$ cat src/rtl/ov7670_capture.sv
// OV7670 capture: registers the RGB565 byte stream, decimates the frame and
// emits RGB222 write strobes into the frame buffer, all on the camera PCLK.
module ov7670_capture #(
  parameter int H_ACTIVE    = 640,
  parameter int V_ACTIVE    = 480,
  parameter int DECIM_SHIFT = 2,
  parameter int ADDR_W      = 15
) (
  input  logic              clk,
  input  logic              rst_n,
  input  logic              enable,
  input  logic              cam_vsync,
  input  logic              cam_href,
  input  logic [7:0]        cam_d,
  output logic              wr_en,
  output logic [ADDR_W-1:0] wr_addr,
  output logic [5:0]        wr_data,
  output logic              frame_done,
  output logic              frame_err,
  output logic              busy
);

  localparam int                CNT_W    = 10;
  localparam logic [CNT_W-1:0]  CNT_MAX  = '1;
  localparam logic [CNT_W-1:0]  CNT_ONE  = CNT_W'(1);
  localparam logic [CNT_W-1:0]  DEC_MASK = CNT_W'((1 << DECIM_SHIFT) - 1);
  localparam logic [CNT_W-1:0]  H_LIM    = CNT_W'(H_ACTIVE);
  localparam logic [CNT_W-1:0]  V_LIM    = CNT_W'(V_ACTIVE);
  localparam int                NUM_PIX  = (H_ACTIVE >> DECIM_SHIFT) * (V_ACTIVE >> DECIM_SHIFT);
  localparam logic [ADDR_W-1:0] ADDR_LIM = ADDR_W'(NUM_PIX);
  localparam logic [ADDR_W-1:0] ADDR_ONE = ADDR_W'(1);

  typedef enum logic [1:0] {SYNC, IDLE, ACTIVE} state_t;

  typedef struct packed {
    logic       vsync;
    logic       href;
    logic [7:0] d;
  } cam_s_t;

  typedef struct packed {
    logic [4:0] r;
    logic [5:0] g;
    logic [4:0] b;
  } rgb565_t;

  state_t            state_q, state_d;
  cam_s_t            s1;
  logic              vs_prev, hr_prev, vs_rise_q;
  logic              vs_rise, vs_fall;
  logic              start, close;
  logic              phase_q;
  logic [7:0]        byte0_q;
  logic [CNT_W-1:0]  x_cnt, y_cnt;
  logic [ADDR_W-1:0] addr_cnt;
  logic              pix_keep;
  rgb565_t           pix;
  logic              unused_bits;

  // Input stage and edge history; everything downstream looks only at S1.
  always_ff @(posedge clk or negedge rst_n) begin
    if (!rst_n) begin
      s1        <= '0;
      vs_prev   <= 1'b0;
      hr_prev   <= 1'b0;
      vs_rise_q <= 1'b0;
    end else begin
      s1        <= '{vsync: cam_vsync, href: cam_href, d: cam_d};
      vs_prev   <= s1.vsync;
      hr_prev   <= s1.href;
      vs_rise_q <= vs_rise;
    end
  end

  assign vs_rise = s1.vsync & ~vs_prev;
  assign vs_fall = ~s1.vsync & vs_prev;

  always_ff @(posedge clk or negedge rst_n) begin
    if (!rst_n) state_q <= SYNC;
    else        state_q <= state_d;
  end

  // Frame close uses the delayed vsync edge so a coincident href fall is
  // already folded into y_cnt when frame_err is evaluated.
  always_comb begin
    state_d = state_q;
    start   = 1'b0;
    close   = 1'b0;
    unique case (state_q)
      SYNC:   if (s1.vsync) state_d = IDLE;
      IDLE:   if (vs_fall && enable) begin
                state_d = ACTIVE;
                start   = 1'b1;
              end
      ACTIVE: if (vs_rise_q) begin
                state_d = IDLE;
                close   = 1'b1;
              end
      default: state_d = SYNC;
    endcase
  end

  assign pix = rgb565_t'({byte0_q, s1.d});
  assign unused_bits = ^{pix.r[2:0], pix.g[3:0], pix.b[2:0]};

  assign pix_keep = (state_q == ACTIVE) && s1.href && phase_q &&
                    (x_cnt < H_LIM) && (y_cnt < V_LIM) &&
                    ((x_cnt & DEC_MASK) == '0) && ((y_cnt & DEC_MASK) == '0) &&
                    (addr_cnt < ADDR_LIM);

  always_ff @(posedge clk or negedge rst_n) begin
    if (!rst_n) begin
      phase_q    <= 1'b0;
      byte0_q    <= '0;
      x_cnt      <= '0;
      y_cnt      <= '0;
      addr_cnt   <= '0;
      wr_en      <= 1'b0;
      wr_addr    <= '0;
      wr_data    <= '0;
      frame_done <= 1'b0;
      frame_err  <= 1'b0;
    end else begin
      wr_en      <= 1'b0;
      frame_done <= 1'b0;
      frame_err  <= 1'b0;
      if (start) begin
        phase_q  <= 1'b0;
        x_cnt    <= '0;
        y_cnt    <= '0;
        addr_cnt <= '0;
        wr_addr  <= '0;
      end else if (state_q == ACTIVE) begin
        if (s1.href) begin
          phase_q <= ~phase_q;
          if (!phase_q) begin
            byte0_q <= s1.d;
          end else begin
            if (x_cnt != CNT_MAX) x_cnt <= x_cnt + CNT_ONE;
            if (pix_keep) begin
              wr_en    <= 1'b1;
              wr_addr  <= addr_cnt;
              wr_data  <= {pix.r[4:3], pix.g[5:4], pix.b[4:3]};
              addr_cnt <= addr_cnt + ADDR_ONE;
            end
          end
        end else if (hr_prev) begin
          // End of line: a dangling phase-0 byte is simply dropped here.
          phase_q <= 1'b0;
          x_cnt   <= '0;
          if (y_cnt != CNT_MAX) y_cnt <= y_cnt + CNT_ONE;
        end
        if (close) begin
          frame_done <= 1'b1;
          frame_err  <= (y_cnt != V_LIM);
        end
      end
    end
  end

  assign busy = (state_q == ACTIVE);

endmodule

$ cat config.mk
export PLATFORM = sky130hd
export DESIGN_NAME = ov7670_capture
export DESIGN_NICKNAME = d
export VERILOG_FILES = /design/src/rtl/ov7670_capture.sv
export SDC_FILE = /design/constraint.sdc
export NUM_CORES = 1
export LEC_CHECK = 0
export ABC_CLOCK_PERIOD_IN_PS = 2300
export CORE_MARGIN = 2
export CORE_UTILIZATION = 56
export DETAILED_ROUTE_END_ITERATION = 16
export HOLD_SLACK_MARGIN = 0.08
export PLACE_DENSITY = 0.82
export SLEW_MARGIN = 25
export SYNTH_ARGS = -nofsm -noshare
export SYNTH_HDL_FRONTEND = slang
export SYNTH_SLANG_ARGS = --single-unit
$ cat constraint.sdc
create_clock -name clk -period 2.3 [get_ports clk]
set_clock_uncertainty 0.15 [all_clocks]
set_input_delay 0.46 -clock clk [delete_from_list [all_inputs] [get_ports clk]]
set_output_delay 0.46 -clock clk [all_outputs]
set_load 0.05 [all_outputs]
==> impl_metrics.csv <==
group,metric,value,unit
drt,drc,0,
synthesis,synth_area,3460,um2
placement,dpl.cell_count,460,
timing,setup_ws,50.0,ps
floorplanning,rows,28,
pwr,p_leak,1.90,nW
pwr,pwr-share-clk,40.6,%
critical_path,path_max_fanout,6,
finish,drive_gt1_share,11.4,%
critical_path,path_class,"reg2reg",
floorplanning,dieArea,6830,um2
synthesis,postSynthCellCount,349,
pwr,p_switching,0.802,mW
timing,period_minus_slack,2250,ps
drt,ant_nets,0,
synthesis,synthTopCellsByArea,"dfrtp_1, nand2_1, o21ai_0",
pwr,p_seq_share,48.1,%
critical_path,path_depth,6,
finish,antenna_cells,0,
floorplanning,ios,38,
timing,slew_headroom,59.7,%
synthesis,yosysTopAreaCell,"dfrtp_1",
synthesis,synth_nets,367,
cts,htree_levels,3,
pwr,p_sw_share,25.1,%
grt,grt_pass1_wl,13000,um
floorplanning,die_y,82.6,um
placement,post-place-ws,-24.4,ps
pwr,power.density,748,nW/um2
synthesis,synth-edff-count,0,
finish,final_util,71.9,%
timing,finalMaxSlewViolations,0,
timing,fin_crit_sh,97.8,%
critical_path,crit_family,"compound AO/OA/AOI/OAI gates",
critical_path,cp_slowest_cell,"a2111oi_1",
floorplanning,initial_core_util,58.1,%
placement,hpwlAfterDp,5030,um
finish,design_area,4280,um2
critical_path,timing.critical_path.buf_inv,1,
drt,drtPass1Iterations,5,
grt,grt.overflow.total,0,
cts,cts_tree,"built",
synthesis,synth_seq_cells,77,
placement,io_buffers,35,
timing,clock.fmax,444,MHz
min_path,hp-class,"reg2reg",
synthesis,synth.avg_cell_area,9.92,um2
placement,finalWeightedCongestion,0.878,
critical_path,arrival,2330,ps
synthesis,ys.flop_type,"dfrtp_1",
timing,setup_tns,0,ps
critical_path,cp_cell_sequence,"and2b_1 -> o21ai_1 -> buf_4 -> a2111oi_1 -> xnor2_1 -> nor2_1",
drt,vias,2764,
critical_path,critPathRequiredTime,2380,ps
synthesis,async_flop_share,100,%
grt,antenna_found_initial,0,
synthesis,yosysWarnings,0,
synthesis,synthDominantCellAreaShare,55.7,%
grt,first_global_vias,2776,
timing,hold_ws,278,ps
timing,final-setup-viol-count,0,
finish,areaGrowthSynthToFinish,23.7,%
grt,grt.total_usage,25.4,%
cts,cts_sinks,77,
timing,tightestPinTransition,603,ps
critical_path,crit_path_max_incr_delay,490,ps
drt,viasPerCell,5.78,
critical_path,ff2ff_path_depth,6,
critical_path,worstSetupStartpointType,"register",
cts,cts.path.max_buffers,2,
synthesis,yosysUniqueCellTypes,49,
min_path,whs_path_depth,1,
timing,grt_setup_unrepaired,"no",
finish,nNetsFinal,416,
cts,cts_made_buffers,9,
cts,clkLatencyLatePin,350,ps
pwr,internal_power,2.40,mW
drt,drtIter0Drc,218,
run_status,outcome,"finished clean",
critical_path,crit_path_end_kind,"register",
drt,wl_per_cell,15.9,um
placement,placed_cell_area,3980,um2
pwr,ir_worst_vdd,0.624,mV
finish,stdcell_count,478,
timing,hold_viol,0,
flow_run,cap_violations,0,
pwr,combPwrFrac,11.3,%
synthesis,ys_seq_area_share,55.7,%
floorplanning,core_region_area,5960,um2
floorplanning,die_w,82.6,um
drt,routed_wl,7610,um
pwr,power.total,3.20,mW
grt,grt_start_max_net_pins,41,
cts,cts.root.buffer_cell,"clkbuf_8",
cts,clkSlewWorstSetupHoldPaths,80,ps
-- final timing paths --
| path | from | to | slack (ps) |
|---|---|---|---|
| worst max-delay path | state_q[0] | x_cnt[7] | 50 |
| worst min-delay path | vs_prev | vs_rise_q | 280 |
| worst max register to register | state_q[0] | x_cnt[7] | 50 |
| worst min register to register | vs_prev | vs_rise_q | 280 |
| max in group asynchronous | rst_n | y_cnt[0] | 960 |
| min in group asynchronous | rst_n | wr_data[1] | 460 |
-- layer usage --
metal / part of all wire, % / GRT usage [%] / vias up
met5: 0 / 0 / -
met4: 1.6 / 7.70 / 0
met3: 5.1 / 6.96 / 12
met2: 49 / 40.9 / 94
met1: 44 / 33.8 / 1336
li1: - / - / 1322
-- cells in the final DEF (no fill, tap or decap), types with 7 or more instances in the layout --
cell             instances
nand4_1                 11
clkdlybuf4s50_1         33
nand2_1                 72
a21oi_1                 10
o21ai_0                 33
buf_4                   15
xnor2_1                  7
clkbuf_8                12
nor2_1                  22
nand3_1                 10
inv_1                   11
dfrtp_1                 76
-- synth_stat cells, drive strengths merged, types with 2 or more instances --
cell type / instances
o21ai: 36
or4: 2
or3: 5
xnor2: 7
and3: 5
mux2i: 5
a2111oi: 3
dfrtp: 77
nor4: 4
ha: 5
o31ai: 4
o2111ai: 2
inv: 12
nor2b: 2
o211ai: 2
xor2: 5
o21a: 3
nand4: 12
o31a: 2
and4: 4
nand3: 10
nor3: 2
nand2: 73
buf: 5
a21oi: 10
a211oi: 3
nor2: 22
clkbuf: 8
nand2b: 3
mux2: 4
-- flip-flops by register name, summed over array words and instances, names as in the netlist --
register and cells:
phase_q 1, y_cnt 10, wr_addr 15, addr_cnt 15, s1 2, wr_data 6
hr_prev 1, frame_done 1, frame_err 1, wr_en 1, pix 6, vs_rise_q 1
state_q 2, x_cnt 10, vs_prev 1, byte0_q 4
-- final cells by class --
class	count	area, um2
Clock buffer	13	169
Clock inverter	3	90.1
Fill cell	451	1670
Inverter	12	48.8
Multi-Input combinational cell	247	1470
Sequential cell	77	1930
Tap cell	75	93.8
Timing Repair Buffer	51	484
-- power groups by stage --
stage	Sequential, mW	Clock (mW)	Combinational, mW
final	1.54	1.30	0.361
after global routing	1.56	1.37	0.394
after CTS	1.54	1.31	0.362
after detailed placement	1.56	0	0.357
after global placement	1.56	0	0.343
after floorplan	1.62	0	0.139
-- worst register-to-register path, delay by kind of cell, from the launching register on --
family / cells / cell delay (ps)
buffers and inverters: 1 / 220
and+or+nand+nor: 2 / 390
AOI/OAI and AO/OA: 2 / 720
xor gates and xnor gates: 1 / 190
DFF: 1 / 450
-- timing repair --
item / 4_1_cts / 5_1_grt
buffers inserted: 0 / 1
gates resized for setup: 0 / 9
setup endpoints to repair: 0 / 29
hold buffers: 1 / 0
hold endpoints to repair: 39 / 0
-- logic make-up after synthesis --
logic type,count (synthesis),share of synthesized area [%]
AOI/OAI and AO/OA,71,12.8
adders and majority gates,5,1.81
buffers and inverters,25,2.78
DFF,77,55.7
muxes,9,2.75
xor gates and xnor gates,12,3.04
and+or+nand+nor,150,21.1
Note: power is estimated with default switching activity, not from simulation.
